<file path="src/rtl/rf_wb_sched_if.sv">
// Bus bundle for rf_wb_sched: ID issue port, pipeline WB port, long-unit port and RF write port.
// The slave modport is the scheduler side; master is the environment side.
interface rf_wb_sched_if #(
  parameter int DATA_W = 32,
  parameter int ADDR_W = 5,
  parameter int LU_MAX = 4
);
  localparam int OUT_W = $clog2(LU_MAX + 1);

  logic              issue_valid;
  logic [ADDR_W-1:0] issue_rs;
  logic [ADDR_W-1:0] issue_rt;
  logic [ADDR_W-1:0] issue_rd;
  logic              issue_we;
  logic              issue_long;
  logic              stall;

  logic              wb_we;
  logic [ADDR_W-1:0] wb_addr;
  logic [DATA_W-1:0] wb_data;

  // Long unit handshake: a result transfers at a posedge where lu_valid and
  // lu_ready are both high; the producer holds addr/data stable until then.
  logic              lu_valid;
  logic [ADDR_W-1:0] lu_addr;
  logic [DATA_W-1:0] lu_data;
  logic              lu_ready;

  logic              RFWr;
  logic [ADDR_W-1:0] RF_address_write;
  logic [DATA_W-1:0] RF_data_write;

  logic [OUT_W-1:0]  dbg_outstanding;

  modport slave (
    input  issue_valid, issue_rs, issue_rt, issue_rd, issue_we, issue_long,
    input  wb_we, wb_addr, wb_data,
    input  lu_valid, lu_addr, lu_data,
    output stall, lu_ready, RFWr, RF_address_write, RF_data_write, dbg_outstanding
  );

  modport master (
    output issue_valid, issue_rs, issue_rt, issue_rd, issue_we, issue_long,
    output wb_we, wb_addr, wb_data,
    output lu_valid, lu_addr, lu_data,
    input  stall, lu_ready, RFWr, RF_address_write, RF_data_write, dbg_outstanding
  );
endinterface

</file>
<file path="src/rtl/rf_wb_sched.sv">
// Register-file write-port scheduler: merges WB and long-unit results, tracks pending long destinations.
// Optional macro RF_WB_SCHED_LU_BYPASS_EN lets a long result skip an empty FIFO straight to the RF port.
module rf_wb_sched #(
  parameter int DATA_W     = 32,
  parameter int ADDR_W     = 5,
  parameter int FIFO_DEPTH = 2,
  parameter int LU_MAX     = 4
) (
  input  logic          clk,
  input  logic          resetn,
  rf_wb_sched_if.slave  bus
);
  localparam int NREG  = 1 << ADDR_W;
  localparam int PTR_W = $clog2(FIFO_DEPTH);
  localparam int CNT_W = $clog2(FIFO_DEPTH + 1);
  localparam int OUT_W = $clog2(LU_MAX + 1);
  localparam logic [CNT_W-1:0] DEPTH_C  = CNT_W'(FIFO_DEPTH);
  localparam logic [CNT_W-1:0] CNT_ONE  = CNT_W'(1);
  localparam logic [OUT_W-1:0] LU_MAX_C = OUT_W'(LU_MAX);
  localparam logic [OUT_W-1:0] OUT_ONE  = OUT_W'(1);
  localparam logic [PTR_W-1:0] PTR_ONE  = PTR_W'(1);

  logic [DATA_W-1:0] fifo_data_q [FIFO_DEPTH];
  logic [ADDR_W-1:0] fifo_addr_q [FIFO_DEPTH];
  logic [PTR_W-1:0]  wr_ptr_q, wr_ptr_d;
  logic [PTR_W-1:0]  rd_ptr_q, rd_ptr_d;
  logic [CNT_W-1:0]  count_q, count_d;
  logic [NREG-1:0]   pending_q, pending_d;
  logic [OUT_W-1:0]  outstanding_q, outstanding_d;

  logic              fifo_empty;
  logic              lu_ready;
  logic              lu_hs;
  logic              bypass;
  logic              drain;
  logic              push;
  logic              done;
  logic [ADDR_W-1:0] done_addr;
  logic [ADDR_W-1:0] head_addr;
  logic [DATA_W-1:0] head_data;
  logic              sel_valid;
  logic [ADDR_W-1:0] sel_addr;
  logic [DATA_W-1:0] sel_data;
  logic              stall;
  logic              issue_set;

  assign fifo_empty = (count_q == '0);
  assign head_addr  = fifo_addr_q[rd_ptr_q];
  assign head_data  = fifo_data_q[rd_ptr_q];
  assign lu_ready   = resetn & (count_q < DEPTH_C);
  assign lu_hs      = bus.lu_valid & lu_ready;

`ifdef RF_WB_SCHED_LU_BYPASS_EN
  assign bypass = resetn & fifo_empty & ~bus.wb_we & bus.lu_valid;
`else
  assign bypass = 1'b0;
`endif

  // WB always wins the port; a drain only happens on cycles WB leaves idle.
  assign drain     = resetn & ~bus.wb_we & ~fifo_empty;
  assign push      = lu_hs & ~bypass;
  assign done      = drain | bypass;
  assign done_addr = drain ? head_addr : bus.lu_addr;

  always_comb begin
    sel_valid = 1'b0;
    sel_addr  = '0;
    sel_data  = '0;
    if (resetn) begin
      if (bus.wb_we) begin
        sel_valid = 1'b1;
        sel_addr  = bus.wb_addr;
        sel_data  = bus.wb_data;
      end else if (!fifo_empty) begin
        sel_valid = 1'b1;
        sel_addr  = head_addr;
        sel_data  = head_data;
      end else if (bypass) begin
        sel_valid = 1'b1;
        sel_addr  = bus.lu_addr;
        sel_data  = bus.lu_data;
      end
    end
  end

  assign stall = resetn & bus.issue_valid &
                 (pending_q[bus.issue_rs] |
                  pending_q[bus.issue_rt] |
                  (bus.issue_we & pending_q[bus.issue_rd]) |
                  (bus.issue_long & (outstanding_q == LU_MAX_C)));

  assign issue_set = bus.issue_valid & ~stall & bus.issue_we & bus.issue_long &
                     (bus.issue_rd != '0);

  always_comb begin
    wr_ptr_d      = wr_ptr_q;
    rd_ptr_d      = rd_ptr_q;
    count_d       = count_q;
    pending_d     = pending_q;
    outstanding_d = outstanding_q;

    if (push) wr_ptr_d = wr_ptr_q + PTR_ONE;
    if (drain) rd_ptr_d = rd_ptr_q + PTR_ONE;
    case ({push, drain})
      2'b10:   count_d = count_q + CNT_ONE;
      2'b01:   count_d = count_q - CNT_ONE;
      default: count_d = count_q;
    endcase

    // WAW stalls guarantee a set and a clear never hit the same register together.
    if (done) pending_d[done_addr] = 1'b0;
    if (issue_set) pending_d[bus.issue_rd] = 1'b1;

    // A result nobody issued as long must not wrap the counter below zero.
    if (issue_set && !(done && outstanding_q != '0)) begin
      outstanding_d = outstanding_q + OUT_ONE;
    end else if (!issue_set && done && outstanding_q != '0) begin
      outstanding_d = outstanding_q - OUT_ONE;
    end
  end

  always_ff @(posedge clk) begin
    if (!resetn) begin
      wr_ptr_q      <= '0;
      rd_ptr_q      <= '0;
      count_q       <= '0;
      pending_q     <= '0;
      outstanding_q <= '0;
    end else begin
      wr_ptr_q      <= wr_ptr_d;
      rd_ptr_q      <= rd_ptr_d;
      count_q       <= count_d;
      pending_q     <= pending_d;
      outstanding_q <= outstanding_d;
    end
  end

  always_ff @(posedge clk) begin
    if (push) begin
      fifo_data_q[wr_ptr_q] <= bus.lu_data;
      fifo_addr_q[wr_ptr_q] <= bus.lu_addr;
    end
  end

  assign bus.stall            = stall;
  assign bus.lu_ready         = lu_ready;
  assign bus.RFWr             = sel_valid & (sel_addr != '0);
  assign bus.RF_address_write = sel_addr;
  assign bus.RF_data_write    = sel_data;
  assign bus.dbg_outstanding  = outstanding_q;
endmodule

</file>
<file path="src/flat_wrapper.sv">
// flat-port wrapper written by rule: the top's interface ports become plain ports
module rf_wb_sched_flat 
#(
  parameter int DATA_W     = 32,
  parameter int ADDR_W     = 5,
  parameter int FIFO_DEPTH = 2,
  parameter int LU_MAX     = 4
)
  (clk, resetn, bus_issue_valid, bus_issue_rs, bus_issue_rt, bus_issue_rd, bus_issue_we, bus_issue_long, bus_wb_we, bus_wb_addr, bus_wb_data, bus_lu_valid, bus_lu_addr, bus_lu_data, bus_stall, bus_lu_ready, bus_RFWr, bus_RF_address_write, bus_RF_data_write, bus_dbg_outstanding);
  rf_wb_sched_if #(.DATA_W(DATA_W), .ADDR_W(ADDR_W), .LU_MAX(LU_MAX)) bus_i ();
  input  logic clk;
  input  logic resetn;
  input wire logic [$bits(bus_i.issue_valid)-1:0] bus_issue_valid;
  input wire logic [$bits(bus_i.issue_rs)-1:0] bus_issue_rs;
  input wire logic [$bits(bus_i.issue_rt)-1:0] bus_issue_rt;
  input wire logic [$bits(bus_i.issue_rd)-1:0] bus_issue_rd;
  input wire logic [$bits(bus_i.issue_we)-1:0] bus_issue_we;
  input wire logic [$bits(bus_i.issue_long)-1:0] bus_issue_long;
  input wire logic [$bits(bus_i.wb_we)-1:0] bus_wb_we;
  input wire logic [$bits(bus_i.wb_addr)-1:0] bus_wb_addr;
  input wire logic [$bits(bus_i.wb_data)-1:0] bus_wb_data;
  input wire logic [$bits(bus_i.lu_valid)-1:0] bus_lu_valid;
  input wire logic [$bits(bus_i.lu_addr)-1:0] bus_lu_addr;
  input wire logic [$bits(bus_i.lu_data)-1:0] bus_lu_data;
  output wire logic [$bits(bus_i.stall)-1:0] bus_stall;
  output wire logic [$bits(bus_i.lu_ready)-1:0] bus_lu_ready;
  output wire logic [$bits(bus_i.RFWr)-1:0] bus_RFWr;
  output wire logic [$bits(bus_i.RF_address_write)-1:0] bus_RF_address_write;
  output wire logic [$bits(bus_i.RF_data_write)-1:0] bus_RF_data_write;
  output wire logic [$bits(bus_i.dbg_outstanding)-1:0] bus_dbg_outstanding;
  assign bus_i.issue_valid = bus_issue_valid;
  assign bus_i.issue_rs = bus_issue_rs;
  assign bus_i.issue_rt = bus_issue_rt;
  assign bus_i.issue_rd = bus_issue_rd;
  assign bus_i.issue_we = bus_issue_we;
  assign bus_i.issue_long = bus_issue_long;
  assign bus_i.wb_we = bus_wb_we;
  assign bus_i.wb_addr = bus_wb_addr;
  assign bus_i.wb_data = bus_wb_data;
  assign bus_i.lu_valid = bus_lu_valid;
  assign bus_i.lu_addr = bus_lu_addr;
  assign bus_i.lu_data = bus_lu_data;
  assign bus_stall = bus_i.stall;
  assign bus_lu_ready = bus_i.lu_ready;
  assign bus_RFWr = bus_i.RFWr;
  assign bus_RF_address_write = bus_i.RF_address_write;
  assign bus_RF_data_write = bus_i.RF_data_write;
  assign bus_dbg_outstanding = bus_i.dbg_outstanding;
  rf_wb_sched #(.DATA_W(DATA_W), .ADDR_W(ADDR_W), .FIFO_DEPTH(FIFO_DEPTH), .LU_MAX(LU_MAX)) u_core (.clk(clk), .resetn(resetn), .bus(bus_i));
endmodule
</file>
<file path="config.mk">
export PLATFORM = sky130hd
export DESIGN_NAME = rf_wb_sched_flat
export DESIGN_NICKNAME = d
export VERILOG_FILES = /design/src/rtl/rf_wb_sched_if.sv /design/src/rtl/rf_wb_sched.sv /design/src/flat_wrapper.sv
export SDC_FILE = /design/constraint.sdc
export NUM_CORES = 1
export LEC_CHECK = 0
export BUFFER_PORTS_ARGS = -buffer_cell sky130_fd_sc_hd__buf_2
export CELL_PAD_IN_SITES_DETAIL_PLACEMENT = 0
export CELL_PAD_IN_SITES_GLOBAL_PLACEMENT = 1
export CORE_MARGIN = 4
export CORE_UTILIZATION = 38
export CTS_CLUSTER_SIZE = 30
export DETAILED_ROUTE_END_ITERATION = 8
export GPL_ROUTABILITY_DRIVEN = 0
export PLACE_DENSITY_LB_ADDON = 0.25
export SKIP_CTS_REPAIR_TIMING = 1
export SYNTH_ARGS = -nofsm -noshare
export SYNTH_HDL_FRONTEND = slang
export SYNTH_SLANG_ARGS = --single-unit
</file>
<file path="constraint.sdc">
create_clock -name clk -period 3.8 [get_ports clk]
set_input_delay 1.14 -clock clk [delete_from_list [all_inputs] [get_ports clk]]
set_output_delay 1.14 -clock clk [all_outputs]
set_load 0.1 [all_outputs]
</file>
# Word-level counts from Yosys, hierarchy flattened
# Memory sizes are Yosys's and may differ from the RTL's. A register that Yosys moved wholly into a read port is not among the register bits.
# Index checks and enable logic that the tools add are counted.
dict set report word_totals {
  latchBits 0
  elab_cells 90
  ram_bits 74
  input_bits 96
  regBits 39
  out_inout_bits 43
  mem_bits_ro 0
  n_memories 2
}
dict set report classes {
  bitwise 22
  n_addsub 6
  mul 0
  n_reduce_logical 14
  div_mod_pow 0
  shifts 0
  n_mux 31
  n_eq_ne 3
  order_cmp 7
}
# memory words width read_ports rd_clocked_by_memory_dff write_ports line_no
set memory_table {}
lappend memory_table {u_core.fifo_data_q 2 32 1 1 1 rf_wb_sched.sv:23} ;# logic [DATA_W-1:0] fifo_data_q [FIFO_DEPTH];
lappend memory_table {u_core.fifo_addr_q 2 5 1 1 1 rf_wb_sched.sv:24} ;# logic [ADDR_W-1:0] fifo_addr_q [FIFO_DEPTH];
# cell n
set op_table {}
lappend op_table {{$mux W32} 5}
lappend op_table {{$and A32 B32 Y32} 1}
lappend op_table {{$not A32 Y32} 1}
lappend op_table {{$or A32 B32 Y32} 1}
lappend op_table {{$lt A5 B6 Y1 const B} 4}
lappend op_table {{$mux W5} 4}
lappend op_table {{$bmux W1 S5} 3}
lappend op_table {{$mux W1} 14}
lappend op_table {{$and A1 B1 Y1} 13}
lappend op_table {{$demux W1 S5} 2}
lappend op_table {{$ge A5 B1 Y1 const B} 2}
lappend op_table {{$reduce_bool A5 Y1} 2}
lappend op_table {{$logic_and A1 B1 Y1} 6}
lappend op_table {{$mux W3} 2}
lappend op_table {{$pmux W2 S2} 1}
lappend op_table {{$reduce_bool A2 Y1} 2}
lappend op_table {{$add A3 B1 Y3 const B} 1}
lappend op_table {{$eq A3 B3 Y1 const B} 1}
lappend op_table {{$not A1 Y1} 3}
lappend op_table {{$or A1 B1 Y1} 3}
lappend op_table {{$reduce_bool A3 Y1} 1}
lappend op_table {{$sub A3 B1 Y3 const B} 1}
lappend op_table {{$add A1 B1 Y1 const B} 2}
lappend op_table {{$add A2 B1 Y2 const B} 1}
lappend op_table {{6 further kinds} 7}

# Longest topological paths before layout
dict set report logic_depth {
  ltp_word 16
  depth_mapped 15
  ltp_nobuf 13
}

# Worst setup path before layout
# No wires, ideal clock.
dict set report synth_path {
  path_type {input to output}
  start {input resetn}
  end {output bus_RFWr}
  stages 6
  required_time_ps 2660
  path_buffers 1
  t_arrival_ps 5007
  setup_slack_ps -2347
  path_cell_list {clkinv_1 > or2_2 > buf_2 > o21ai_0 > nor4_1 > nand2b_1}
}
dict set report synth_between {
  elab_chain_len 3
  elab_cells_between_ends 4
  cone_classes {mux (2); bitwise (1); reduce/logical (1)}
}
# item line_no
set synth_rtl {}
lappend synth_rtl {{start, declared} flat_wrapper.sv:12} ;# input logic resetn;
lappend synth_rtl {{$mux W5} rf_wb_sched.sv:69} ;# if (resetn) begin
lappend synth_rtl {{net bus_RF_address_write[0]} flat_wrapper.sv:28} ;# output wire logic [$bits(bus_i.RF_address_write)-1:0] bus_RF_address_write;
lappend synth_rtl {{$reduce_bool A5 Y1} rf_wb_sched.sv:147} ;# assign bus.RFWr = sel_valid & (sel_addr != '0);
lappend synth_rtl {{$and A1 B1 Y1} rf_wb_sched.sv:147}
lappend synth_rtl {{end, declared} flat_wrapper.sv:27} ;# output wire logic [$bits(bus_i.RFWr)-1:0] bus_RFWr;
# The timed path passes the listed nets, and every way through them passes these cells.

# Worst setup path in the final report
dict set report layout_path {
  start {input bus_issue_rt[1]}
  end {output bus_stall}
}
dict set report layout_between {
  elab_chain_len 6
}
# item line_no
set layout_rtl {}
lappend layout_rtl {{start, declared} flat_wrapper.sv:15} ;# input wire logic [$bits(bus_i.issue_rt)-1:0] bus_issue_rt;
lappend layout_rtl {{$bmux W1 S5} rf_wb_sched.sv:88} ;# pending_q[bus.issue_rt] |
lappend layout_rtl {{$mux W1 (implied by the code)} rf_wb_sched.sv:88}
lappend layout_rtl {{$or A1 B1 Y1} rf_wb_sched.sv:87} ;# (pending_q[bus.issue_rs] |
lappend layout_rtl {{$or A1 B1 Y1} rf_wb_sched.sv:88}
lappend layout_rtl {{$or A1 B1 Y1} rf_wb_sched.sv:89} ;# (bus.issue_we & pending_q[bus.issue_rd]) |
lappend layout_rtl {{$and A1 B1 Y1} rf_wb_sched.sv:86} ;# assign stall = resetn & bus.issue_valid &
lappend layout_rtl {{end, declared} flat_wrapper.sv:25} ;# output wire logic [$bits(bus_i.stall)-1:0] bus_stall;
# Every way passes these cells. The select of a mux whose other input is x is not followed.

==> impl_metrics.toml <==
[die]
die_y_microns = 132.0
die_area_sq_um = 17420
io_pins = 139
num_rows = 45
core_sq_um = 15150
fp.dieW_microns = 132.0
initial_core_util = 0.3856

[yosys]
syn_area_sq_um = 5841
synth_cell_types = 64
syn_avg_cell_area_sq_um = 11.02
synth-async-reset-ratio = 0
synth_top_cell_area_share = 0.3805
syn-num-nets = 628
synth_top_cell_by_area = "edfxtp_1"
synth_seq_area_share = 0.5176
ys.flop_type = "edfxtp_1"
synth_seq_cells = 114
synth_warnings = 0
synth-edff-count = 74
synth_area_leaders = "edfxtp_1, dfxtp_1, mux2i_1"
synth_cells = 530

[timing]
fmax_mhz = 237.2
hold_viol_final = 0
timing.final.crit_period_ns = 4.215
skew_ns = 0.009733
worst_pin_slew_ns = 0.8126
slew_headroom = 0.4546
setup_tns_ns = -0.4151
setup_violations = 1
finalCritPeriodShare = 1.109
setup_ws_ns = -0.4151
drv_slew = 0
rsz0062_at_grt = "true"

[final_layout]
final_layout_size_suffix_gt1_frac = 0.3944
mostFrequentLayoutCell = "buf_2"
syn_to_final_growth_pct = 46.44
nets = 795
diodes = 0
mostFrequentLayoutCells = "buf_2, edfxtp_1, mux2i_1, nand2_1, buf_12"

[detailed_routing]
drc = 0
route.antenna.remaining_nets = 0
wl_per_cell_microns = 18.87
viasPerCell = 5.586
routed_wl_mm = 16.95
vias = 5016
drtPass1Iterations = 5
drt_iter0_drc = 419

[critical_path]
cp-start-kind = "input port"
worstSetupEndpointType = "output pin"
arrival_ns = 3.08
critPathMaxFanout = 3
critPathRequiredTime_ns = 2.66
critPathKind = "input port to output pin"

[min_path]
hp-class = "register to register"

[pwr]
vdd_ir_drop_max_mv = 0.2330
power_mw = 3.882
p_leak_nw = 3.289
pwr_density_cell_nw_per_um2 = 453.9

[status]
status = "finished, violations left"
violations = "setup timing"

[global_routing]
track_usage = 0.1924
grt-ovfl-total = 0
grt_pass1_vias = 4918
grt_first_pass_wirelength_mm = 26.57
antenna_found_initial = 0
grt_max_degree = 38

[clock_network]
clk_pin_slew_ns = 0.06
cts_sinks = 114
cts_tree = "built"
htreeDepth = 4
cts_root_buf = "clkbuf_16"
clockBufferDepth = 2
cts_made_buffers = 17
clk_latency_ns = 0.40

[placed_design]
dp_hpwl_mm = 12.58
port_buffers = 138
post-place-ws_ns = -0.5218

[job]
drv_cap = 0
[Yosys cell counts, types with 3 or more instances]
| library cell | n |
|---|---|
| xor2_1 | 3 |
| edfxtp_1 | 74 |
| a21o_1 | 6 |
| nor4_1 | 3 |
| nand3b_1 | 5 |
| o22ai_1 | 5 |
| o21ai_1 | 32 |
| nor2_1 | 23 |
| dfxtp_1 | 40 |
| a21oi_1 | 6 |
| a22oi_1 | 6 |
| nand2b_1 | 10 |
| nand2_1 | 58 |
| inv_1 | 5 |
| nor2b_1 | 5 |
| mux4_2 | 6 |
| mux2i_1 | 71 |
| and2_1 | 3 |
| buf_2 | 7 |
| o211ai_1 | 33 |
| nor3_1 | 5 |
| clkbuf_1 | 16 |
| or3_1 | 4 |
| nand3_1 | 11 |
| o21ai_0 | 41 |
| buf_1 | 4 |
[through the flow]
step	instance area, sq um	util	hold slack [ns]	instances
6_report	8553	0.5647	0.5097	898
2_1_floorplan	6152	-	0.4498	530
3_5_place_dp	7853	0.5185	0.4978	864
3_3_place_gp	7853	0.5185	0.4854	864
5_1_grt	8553	0.5647	0.5432	898
4_1_cts	8457	0.5584	0.5139	896
[worst paths after layout]
kind | start | endpoint | slack [ns] | depth (start not counted)
hold reg to reg | u_core.rd_ptr_q | register | 0.51 | 2
setup / recovery | bus_issue_rt[1] | bus_stall | -0.42 | 9
hold / removal | u_core.rd_ptr_q | register | 0.51 | 2
setup reg to reg | u_core.pending_q[21] | u_core.bus.dbg_outstanding[2] | 0.69 | 13
[cells by family (layout without fill, tap and decap cells)]
family          count (synthesis)  in the layout  share of synthesized area
fa+ha+maj                       2              2                   0.005570
mux                            80             80                     0.1506
compound gates                148            148                     0.1590
simple gates                  144            144                     0.1294
flops                         114            114                     0.5176
xor+xnor                        5              5                   0.008785
buf+inv                        37            217                    0.02913
[sequential cells by signal (all words and copies together), names as in the netlist, named ones only]
register                    flops
u_core.fifo_addr_q             10
u_core.count_q                  2
u_core.fifo_data_q             64
u_core.pending_q               32
u_core.wr_ptr_q                 1
u_core.rd_ptr_q                 1
u_core.bus.dbg_outstanding      3
[power breakdown]
| group | switching (mW) | total (mW) | internal, mW |
|---|---|---|---|
| Combinational | 0.531 | 0.855 | 0.324 |
| Clock | 0.585 | 1.62 | 1.04 |
| Sequential | 0.0341 | 1.40 | 1.37 |
| Total | 1.15 | 3.88 | 2.73 |
[worst max-delay path: stages]
cell and delay [ns]:
buf_2 0.14, mux4_2 0.52, a32oi_2 0.18, nand3_1 0.12
nor3_2 0.24, or2b_4 0.33, o21ai_4 0.19, nor2_4 0.05
buf_12 0.16
[routing by layer]
layer / track usage / vias up / part of all wire / routed length (microns)
met1: 0.2533 / 2399 / 0.43 / 7294
li1: - / 2362 / - / -
met4: 0.07235 / 0 / 0.025 / 426
met5: 0 / - / 0 / 0
met2: 0.3079 / 222 / 0.47 / 8025
met3: 0.04771 / 33 / 0.071 / 1202
[cell type report]
type                    instances  area, sq um
inverters                       6        23.77
well taps                     188        235.2
clock buffers                  18        429.2
flip-flops and latches        114         3024
multi-input cells             379         2989
repair buffers                179         1677
clock inverters                14        175.2
fillers                      1271         6593
No activity file was read; power rests on OpenSTA's default activity.
